<file path="src/rtl/pso_req_ctrl.sv">
// ---------------------------------------------------------------------------
// pso_req_ctrl
//
// Power-shutoff request controller for one switchable module. Decides when
// the module should enter power shutoff (software-forced or after an idle
// window) and when it should leave it (wake event or removal of the entry
// cause). Drives the L1 request into the module's power-control sequencer
// and tracks the sequencer's set/clear status pulses.
//
// Ports
//   pclk               clock, all state changes on the rising edge
//   prst               synchronous active-high reset
//   sw_pso_en          enables automatic (idle-driven) shutoff
//   sw_pso_req         software-forced shutoff, level
//   idle_thresh        idle cycles before an automatic request
//   module_busy        module activity indication
//   wake_evt           wake event sources (level or pulse)
//   wake_mask          1 = wake source enabled
//   wake_clr           write-1-to-clear for wake_pending
//   set_status_module  sequencer pulse: shutoff sequence started
//   clr_status_module  sequencer pulse: power-up sequence finished
//   L1_module_req      shutoff request to the sequencer
//   l1_status          module is in L1 (tracks sequencer pulses)
//   wake_pending       latched masked wake events
//   pso_busy           request/off/wake sequence in flight
//   err_proto          sticky sequencer protocol error
// ---------------------------------------------------------------------------
module pso_req_ctrl #(
  parameter int IDLE_W = 8,
  parameter int WAKE_W = 4
) (
  input  logic              pclk,
  input  logic              prst,
  input  logic              sw_pso_en,
  input  logic              sw_pso_req,
  input  logic [IDLE_W-1:0] idle_thresh,
  input  logic              module_busy,
  input  logic [WAKE_W-1:0] wake_evt,
  input  logic [WAKE_W-1:0] wake_mask,
  input  logic [WAKE_W-1:0] wake_clr,
  input  logic              set_status_module,
  input  logic              clr_status_module,
  output logic              L1_module_req,
  output logic              l1_status,
  output logic [WAKE_W-1:0] wake_pending,
  output logic              pso_busy,
  output logic              err_proto
);

  typedef enum logic [2:0] {
    ST_RUN      = 3'd0,
    ST_IDLE_CNT = 3'd1,
    ST_REQ      = 3'd2,
    ST_OFF      = 3'd3,
    ST_WAKE     = 3'd4
  } state_t;

  state_t              state_q, state_d;
  logic [IDLE_W-1:0]   idle_cnt_q, idle_cnt_d;
  logic                src_sw_q, src_sw_d;      // 1: entry was software-forced
  logic                l1_status_q, l1_status_d;
  logic [WAKE_W-1:0]   wake_pending_q, wake_pending_d;
  logic                err_proto_q, err_proto_d;

  logic                wk;
  logic                cause_gone;

  // Wake decisions use the latched (registered) pending bits, so a wake
  // event takes one edge to latch and a second edge to move the FSM.
  assign wk = |wake_pending_q;

  // The condition that put us into OFF has been withdrawn.
  assign cause_gone = src_sw_q ? ~sw_pso_req : ~sw_pso_en;

  // -------------------------------------------------------------------------
  // Next-state logic
  // -------------------------------------------------------------------------
  always_comb begin
    state_d    = state_q;
    idle_cnt_d = idle_cnt_q;
    src_sw_d   = src_sw_q;

    case (state_q)
      ST_RUN: begin
        if (sw_pso_req) begin
          state_d  = ST_REQ;
          src_sw_d = 1'b1;
        end else if (sw_pso_en && !module_busy && !wk) begin
          state_d    = ST_IDLE_CNT;
          idle_cnt_d = '0;
        end
      end

      ST_IDLE_CNT: begin
        if (module_busy || !sw_pso_en || wk) begin
          state_d = ST_RUN;
        end else if (sw_pso_req) begin
          state_d  = ST_REQ;
          src_sw_d = 1'b1;
        end else if (idle_cnt_q == idle_thresh) begin
          state_d  = ST_REQ;
          src_sw_d = 1'b0;
        end else if (idle_cnt_q != '1) begin
          // Saturate: if idle_thresh is lowered below the running count the
          // counter must not wrap around and hit the new threshold later.
          idle_cnt_d = idle_cnt_q + 1'b1;
        end
      end

      // No abort path once the request is issued; wake events only latch.
      ST_REQ: begin
        if (set_status_module) begin
          state_d = ST_OFF;
        end
      end

      ST_OFF: begin
        if (wk || cause_gone) begin
          state_d = ST_WAKE;
        end
      end

      ST_WAKE: begin
        if (clr_status_module) begin
          state_d = ST_RUN;
        end
      end

      default: begin
        state_d = ST_RUN;
      end
    endcase
  end

  // -------------------------------------------------------------------------
  // Status, wake latch and protocol error
  // -------------------------------------------------------------------------
  always_comb begin
    l1_status_d = l1_status_q;
    err_proto_d = err_proto_q;

    // Clear has priority when both pulses arrive together.
    if (clr_status_module) begin
      l1_status_d = 1'b0;
    end else if (set_status_module) begin
      l1_status_d = 1'b1;
    end

    if (set_status_module && clr_status_module) begin
      err_proto_d = 1'b1;
    end
    if (set_status_module && (state_q != ST_REQ)) begin
      err_proto_d = 1'b1;
    end
    if (clr_status_module && (state_q != ST_WAKE)) begin
      err_proto_d = 1'b1;
    end

    // New events win over a same-cycle clear of the same bit.
    wake_pending_d = (wake_pending_q & ~wake_clr) | (wake_evt & wake_mask);
  end

  // -------------------------------------------------------------------------
  // Registers
  // -------------------------------------------------------------------------
  always_ff @(posedge pclk) begin
    if (prst) begin
      state_q        <= ST_RUN;
      idle_cnt_q     <= '0;
      src_sw_q       <= 1'b0;
      l1_status_q    <= 1'b0;
      wake_pending_q <= '0;
      err_proto_q    <= 1'b0;
    end else begin
      state_q        <= state_d;
      idle_cnt_q     <= idle_cnt_d;
      src_sw_q       <= src_sw_d;
      l1_status_q    <= l1_status_d;
      wake_pending_q <= wake_pending_d;
      err_proto_q    <= err_proto_d;
    end
  end

  // -------------------------------------------------------------------------
  // Outputs: registers or decodes of registered state only
  // -------------------------------------------------------------------------
  assign L1_module_req = (state_q == ST_REQ) || (state_q == ST_OFF);
  assign pso_busy      = (state_q == ST_REQ) || (state_q == ST_OFF) ||
                         (state_q == ST_WAKE);
  assign l1_status     = l1_status_q;
  assign wake_pending  = wake_pending_q;
  assign err_proto     = err_proto_q;

endmodule

</file>
<file path="config.mk">
export PLATFORM = sky130hd
export DESIGN_NAME = pso_req_ctrl
export DESIGN_NICKNAME = d
export VERILOG_FILES = /design/src/rtl/pso_req_ctrl.sv
export SDC_FILE = /design/constraint.sdc
export NUM_CORES = 1
export LEC_CHECK = 0
export CORE_MARGIN = 2
export CORE_UTILIZATION = 35
export CTS_BUF_LIST = sky130_fd_sc_hd__clkbuf_4 sky130_fd_sc_hd__clkbuf_8
export DETAILED_ROUTE_END_ITERATION = 10
export DONT_BUFFER_PORTS = 1
export SYNTH_ARGS = -nofsm -noshare
export SYNTH_HDL_FRONTEND = slang
export SYNTH_SLANG_ARGS = --single-unit
</file>
<file path="constraint.sdc">
create_clock -name pclk -period 4.1 [get_ports pclk]
set_input_delay 0.82 -clock pclk [delete_from_list [all_inputs] [get_ports pclk]]
set_output_delay 0.82 -clock pclk [all_outputs]
set_load 0.005 [all_outputs]
</file>
==> results.toml, run 1 <==
[synthesis]
yosysWarningCount = 0
synthArstFlopShare_pct = 0
syn_nets = 158
yosys.area.top_type = "dfxtp_1"
synth_edf_count = 0
synth_fa_ha_area_share_pct = 1.18
yosysTopAreaCellShare_pct = 33.9
synth_xor_area_share_pct = 6.60
synthTopCellsByArea = "dfxtp_1, xnor2_1, a2bb2oi_1, nor3_1, nor2_1"
synth_top_family_by_area = "simple AND/OR/NAND/NOR gates"
syn_area_per_cell_um2 = 8.17
ys.flop_type = "dfxtp_1"
synthMuxAreaShare_pct = 3.30
synth_seq_cells = 18
synth-simple-area-share_pct = 28.3
ys_types = 39
synth_cells = 130
synth_compound_area_share_pct = 23.6
syn_area_mm2 = 0.00106
ys_seq_area_share_pct = 33.9

[power]
power_mw = 0.500
powerDensity_mw_per_mm2 = 449
max-vdd-ir-drop_mv = 0.176
p_leak_nw = 0.365

[detailed_routing]
via_count = 952
drt-total-wl_um = 2330
drc_errors = 0
firstDrtPassIters = 4
viasPerCell = 5.88
ant_nets = 0
routedWlPerCell_um = 14.4
drt-initial-drc-count = 27

[clocking]
clkSlewWorstSetupHoldPaths_ns = 0.10
post_cts_buffers = 0
clockRootBuffer = "clkbuf_4"
cts_buffer_depth = 2
cts-resized-gates = 0
hold_buffers = 0
htree_levels = 1
cts_tree = "yes"
cts_inserted_buffers = 3
numClockSinks = 18
clk_latency_ns = 0.30

[finish]
area_delta_synth_final_pct = 4.71
utilization_pct = 39.3
mostFrequentLayoutCells = "dfxtp_1, nor2_1, nor3_1"
final_common_cell = "dfxtp_1"
antennaDiodeCount = 0
nets = 161
drive_gt1_share_pct = 6.11

[floorplanning]
ios = 35
die-area_mm2 = 0.00349
fp.dieH_um = 59.1
initial_utilization_pct = 37.5
die_x_um = 59.1
row_count = 19
coreArea_mm2 = 0.00283

[global_routing]
grt_max_degree = 16
grt_pass1_wl_um = 3990
antenna_found_initial = 0
grt_use_total_pct = 15.1
grt_pass1_vias = 927
overflow = 0

[worst_setup_path]
start_kind = "register"
critPathKind = "register to register"
worstSetupEndpointType = "register"
worst_ep_required_time_ns = 4.33
worstPathArrival_ns = 2.54
startpoint = "state_q[0]"
cp_max_fo = 12
r2r_start = "state_q[0]"
timing.rr.end = "idle_cnt_q[5]"
timing.reg2reg.setup_slack_ns = 1.79
rr_worst_depth = 5

[hold_path]
hold_path_end = "err_proto"
holdPathStages = 2
hp-class = "register to register"
worstHoldStart = "err_proto"

[placement]
io_buffers = 0
place.gp.congestion = 0.768
post-place-ws_ns = 1.85
dp_hpwl_um = 1760

[sta]
period_minus_slack_ns = 2.31
setup_slack_ns = 1.79
worst_pin_slew_ns = 1.12
fin_skew_ns = 0.00691
setup_viol = 0
final_max_slew_viol_count = 0
max_slew_margin_pct = 24.6
rsz0062_at_grt = "no"
hold_viol = 0
totalNegativeSetupSlack_ns = 0
post-route-period-util_pct = 56.4
fmaxAchievable_ghz = 0.432

[status]
status = "complete, no violations"

[run]
maxCapViolCount = 0
power by group:
group / leakage, nW / internal, mW / switching [mW]
Sequential: 0.147 / 0.198 / 0.0415
Combinational: 0.204 / 0.0790 / 0.0919
Clock: 0.0138 / 0.0343 / 0.0551
Total: 0.365 / 0.311 / 0.188
stage by stage:
| step | area, µm² | hold WS (ns) | cells |
|---|---|---|---|
| final | 1110 | 0.507 | 162 |
| after detailed placement | 1090 | 0.497 | 159 |
| after global routing | 1110 | 0.552 | 162 |
| after global placement | 1090 | 0.491 | 159 |
| after floorplan | 1060 | 0.464 | 130 |
| after CTS | 1110 | 0.513 | 162 |
Yosys cell counts (all sizes together) (2+ instances only):
master   count
inv          6
and3         2
nand3        7
nand2b       6
a211oi       2
nand4        2
nor3         9
a21boi       5
nor4         3
clkbuf       2
a311o        2
o22ai        2
xnor2        8
nand2        8
a31oi        3
a2bb2oi      6
mux2i        2
or2b         2
o21ai        5
nor2        11
a21oi        7
dfxtp       18
layout make-up:
cell class / count / area (µm²)
fillers: 296 / 1720
multi-input cells: 104 / 668
flip-flops and latches: 18 / 360
well taps: 31 / 38.8
clock buffers: 3 / 22.5
inverters: 6 / 22.5
logic make-up (layout without fill, tap and decap cells):
group | count (synthesis) | count (layout)
flops | 18 | 18
simple gates | 57 | 57
compound gates | 35 | 35
fa+ha+maj | 1 | 1
xor+xnor | 8 | 8
mux | 3 | 3
buf+inv | 8 | 9
how the worst max path moves through the flow:
stage,endpoint,slack [ns],depth (start not counted)
after global placement,idle_cnt_q[5],1.85,4
after floorplan,state_q[1],1.96,5
after detailed placement,state_q[1],1.85,5
after CTS,idle_cnt_q[5],1.85,5
final,idle_cnt_q[5],1.79,5
after global routing,idle_cnt_q[5],1.60,5
layer usage:
metal / up-vias / global-route usage (%) / wire length, µm
li1: 491 / - / -
met5: - / 0 / 0
met3: 2 / 4.59 / 118
met2: 21 / 26.2 / 1140
met4: 0 / 4.87 / 23
met1: 438 / 17.7 / 1050
worst max-delay path, stage by stage (launching register included):
cell       delay, ns
dfxtp_1         0.60
inv_1           0.15
nor4_1          0.96
o21ai_0         0.19
and2_1          0.21
a2bb2oi_1       0.13
flip-flops by register name, indices dropped and copies added, names as in the netlist:
register and count:
state_q 3, err_proto 1, src_sw_q 1, l1_status 1, idle_cnt_q 8, wake_pending 4
Power figures use the tool's default switching activity.
==> run 2, diff against run 1 <==
==> constraint.sdc (replaced) <==
create_clock -name pclk -period 2.03 [get_ports pclk]
set_input_delay 0.406 -clock pclk [delete_from_list [all_inputs] [get_ports pclk]]
set_output_delay 0.406 -clock pclk [all_outputs]
set_load 0.005 [all_outputs]
==> results.toml, run 2 (synthesis gave the netlist of run 1 again) <==
[sta]
fmaxAchievable_ghz = 0.522
worst_pin_slew_ns = 0.481
period_minus_slack_ns = 1.92
hold_viol = 0
max_slew_margin_pct = 67.7
post-route-period-util_pct = 94.4
fin_skew_ns = 0.00597
final_max_slew_viol_count = 0
setup_viol = 0
totalNegativeSetupSlack_ns = 0
rsz0062_at_grt = "no"

[worst_setup_path]
worst_ep_required_time_ns = 2.24
cp_max_fo = 4
cp_num_buf_inv = 0
cpMaxStageDelayCell = "or4_4"
worst_path_largest_cell_delay_ns = 0.54
start_kind = "register"
cp_cell_sequence = "or4_4 > o21ai_2 > a21oi_2 > a311o_2 > mux2_4"
path_delay_family = "compound AO/OA/AOI/OAI gates"
cp.depth = 5
r2r_start = "wake_pending[1]"
rr_worst_depth = 5
worstPathArrival_ns = 2.12
worstSetupEndpointType = "register"
critPathKind = "register to register"
startpoint = "wake_pending[1]"

[global_routing]
grt_pass1_wl_um = 4370
overflow = 0
grt_max_degree = 16
antenna_found_initial = 0
grt_use_total_pct = 16.4
grt_pass1_vias = 1016

[status]
status = "complete, no violations"

[hold_path]
worstHoldStart = "prst"
hp-class = "input port to register"
holdPathStages = 1

[detailed_routing]
wl_met1_um = 1080
ant_nets = 0
via_count = 999
wl_met3_um = 105
drt-total-wl_um = 2520
top_layer = "met4"
firstDrtPassIters = 4
drc_errors = 0
routed-wl-met2_um = 1290
routedWlPerCell_um = 14.9
viasPerCell = 5.91
drt-initial-drc-count = 62

[finish]
final_area_mm2 = 0.00117
mostFrequentLayoutCells = "dfxtp_1, nor2_1, nor3_1"
nets = 167
top_register = "idle_cnt_q"
stdcell_count = 169
area_delta_synth_final_pct = 10.2
final_common_cell = "dfxtp_1"
antennaDiodeCount = 0
largest_register_ffs = 8
drive_gt1_share_pct = 10.9

[floorplanning]
fp.dieH_um = 59.1
ios = 35
row_count = 19
die-area_mm2 = 0.00349
initial_utilization_pct = 37.5
coreArea_mm2 = 0.00283
die_x_um = 59.1

[placement]
io_buffers = 0
dp_hpwl_um = 1930
place_area_mm2 = 0.00113
place.gp.congestion = 0.804
place_inst = 165

[clocking]
cts_tree = "yes"
clkSlewWorstSetupHoldPaths_ns = 0.11
post_cts_buffers = 0
clk_latency_ns = 0.30
cts_buffer_depth = 2
clockRootBuffer = "clkbuf_4"
cts-resized-gates = 0
hold_buffers = 0
htree_levels = 1
numClockSinks = 18
cts_inserted_buffers = 3

[power]
max-vdd-ir-drop_mv = 0.284
p_leak_nw = 0.404
powerDensity_mw_per_mm2 = 930

[run]
maxCapViolCount = 0
-- run 2: worst register-to-register path, delay by kind of cell (launching register included) --
family             cells  cell delay, ns
and+or+nand+nor        1            0.54
DFF                    1            0.36
AOI/OAI and AO/OA      3            0.63
muxes                  1            0.30
-- run 2: stage by stage --
stage          worst slack [ns]  power [mW]  util, %  hold slack, ns
3_3_place_gp              0.118       0.845     40.1           0.478
2_1_floorplan             0.153       0.777        -           0.464
4_1_cts                  0.0645        1.09     41.4           0.148
6_report                  0.114        1.09     41.4           0.161
3_5_place_dp             0.0791       0.867     40.1           0.480
5_1_grt                  0.0391        1.16     41.4           0.145
-- run 2: power by group --
part	internal [mW]	leakage (nW)	switching [mW]	total, mW
Sequential	0.399	0.147	0.0820	0.481
Combinational	0.176	0.236	0.205	0.381
Clock	0.110	0.0210	0.117	0.226
-- run 2: worst paths after layout --
check                          to  slack [ns]
hold reg to reg         err_proto        0.51
setup reg to reg       state_q[1]        0.11
setup / recovery       state_q[1]        0.11
hold / removal    wake_pending[2]        0.16
-- run 2: routing by layer --
layer,global-route usage [%],up-vias
met3,3.71,5
met5,0,-
li1,-,496
met2,29.0,22
met4,7.79,0
met1,18.5,476
-- run 2: layout make-up --
class | count | area, µm²
Sequential cell | 18 | 360
Clock buffer | 4 | 36.3
Timing Repair Buffer | 6 | 45.0
Tap cell | 31 | 38.8
Inverter | 6 | 22.5
Fill cell | 296 | 1660
Multi-Input combinational cell | 104 | 668
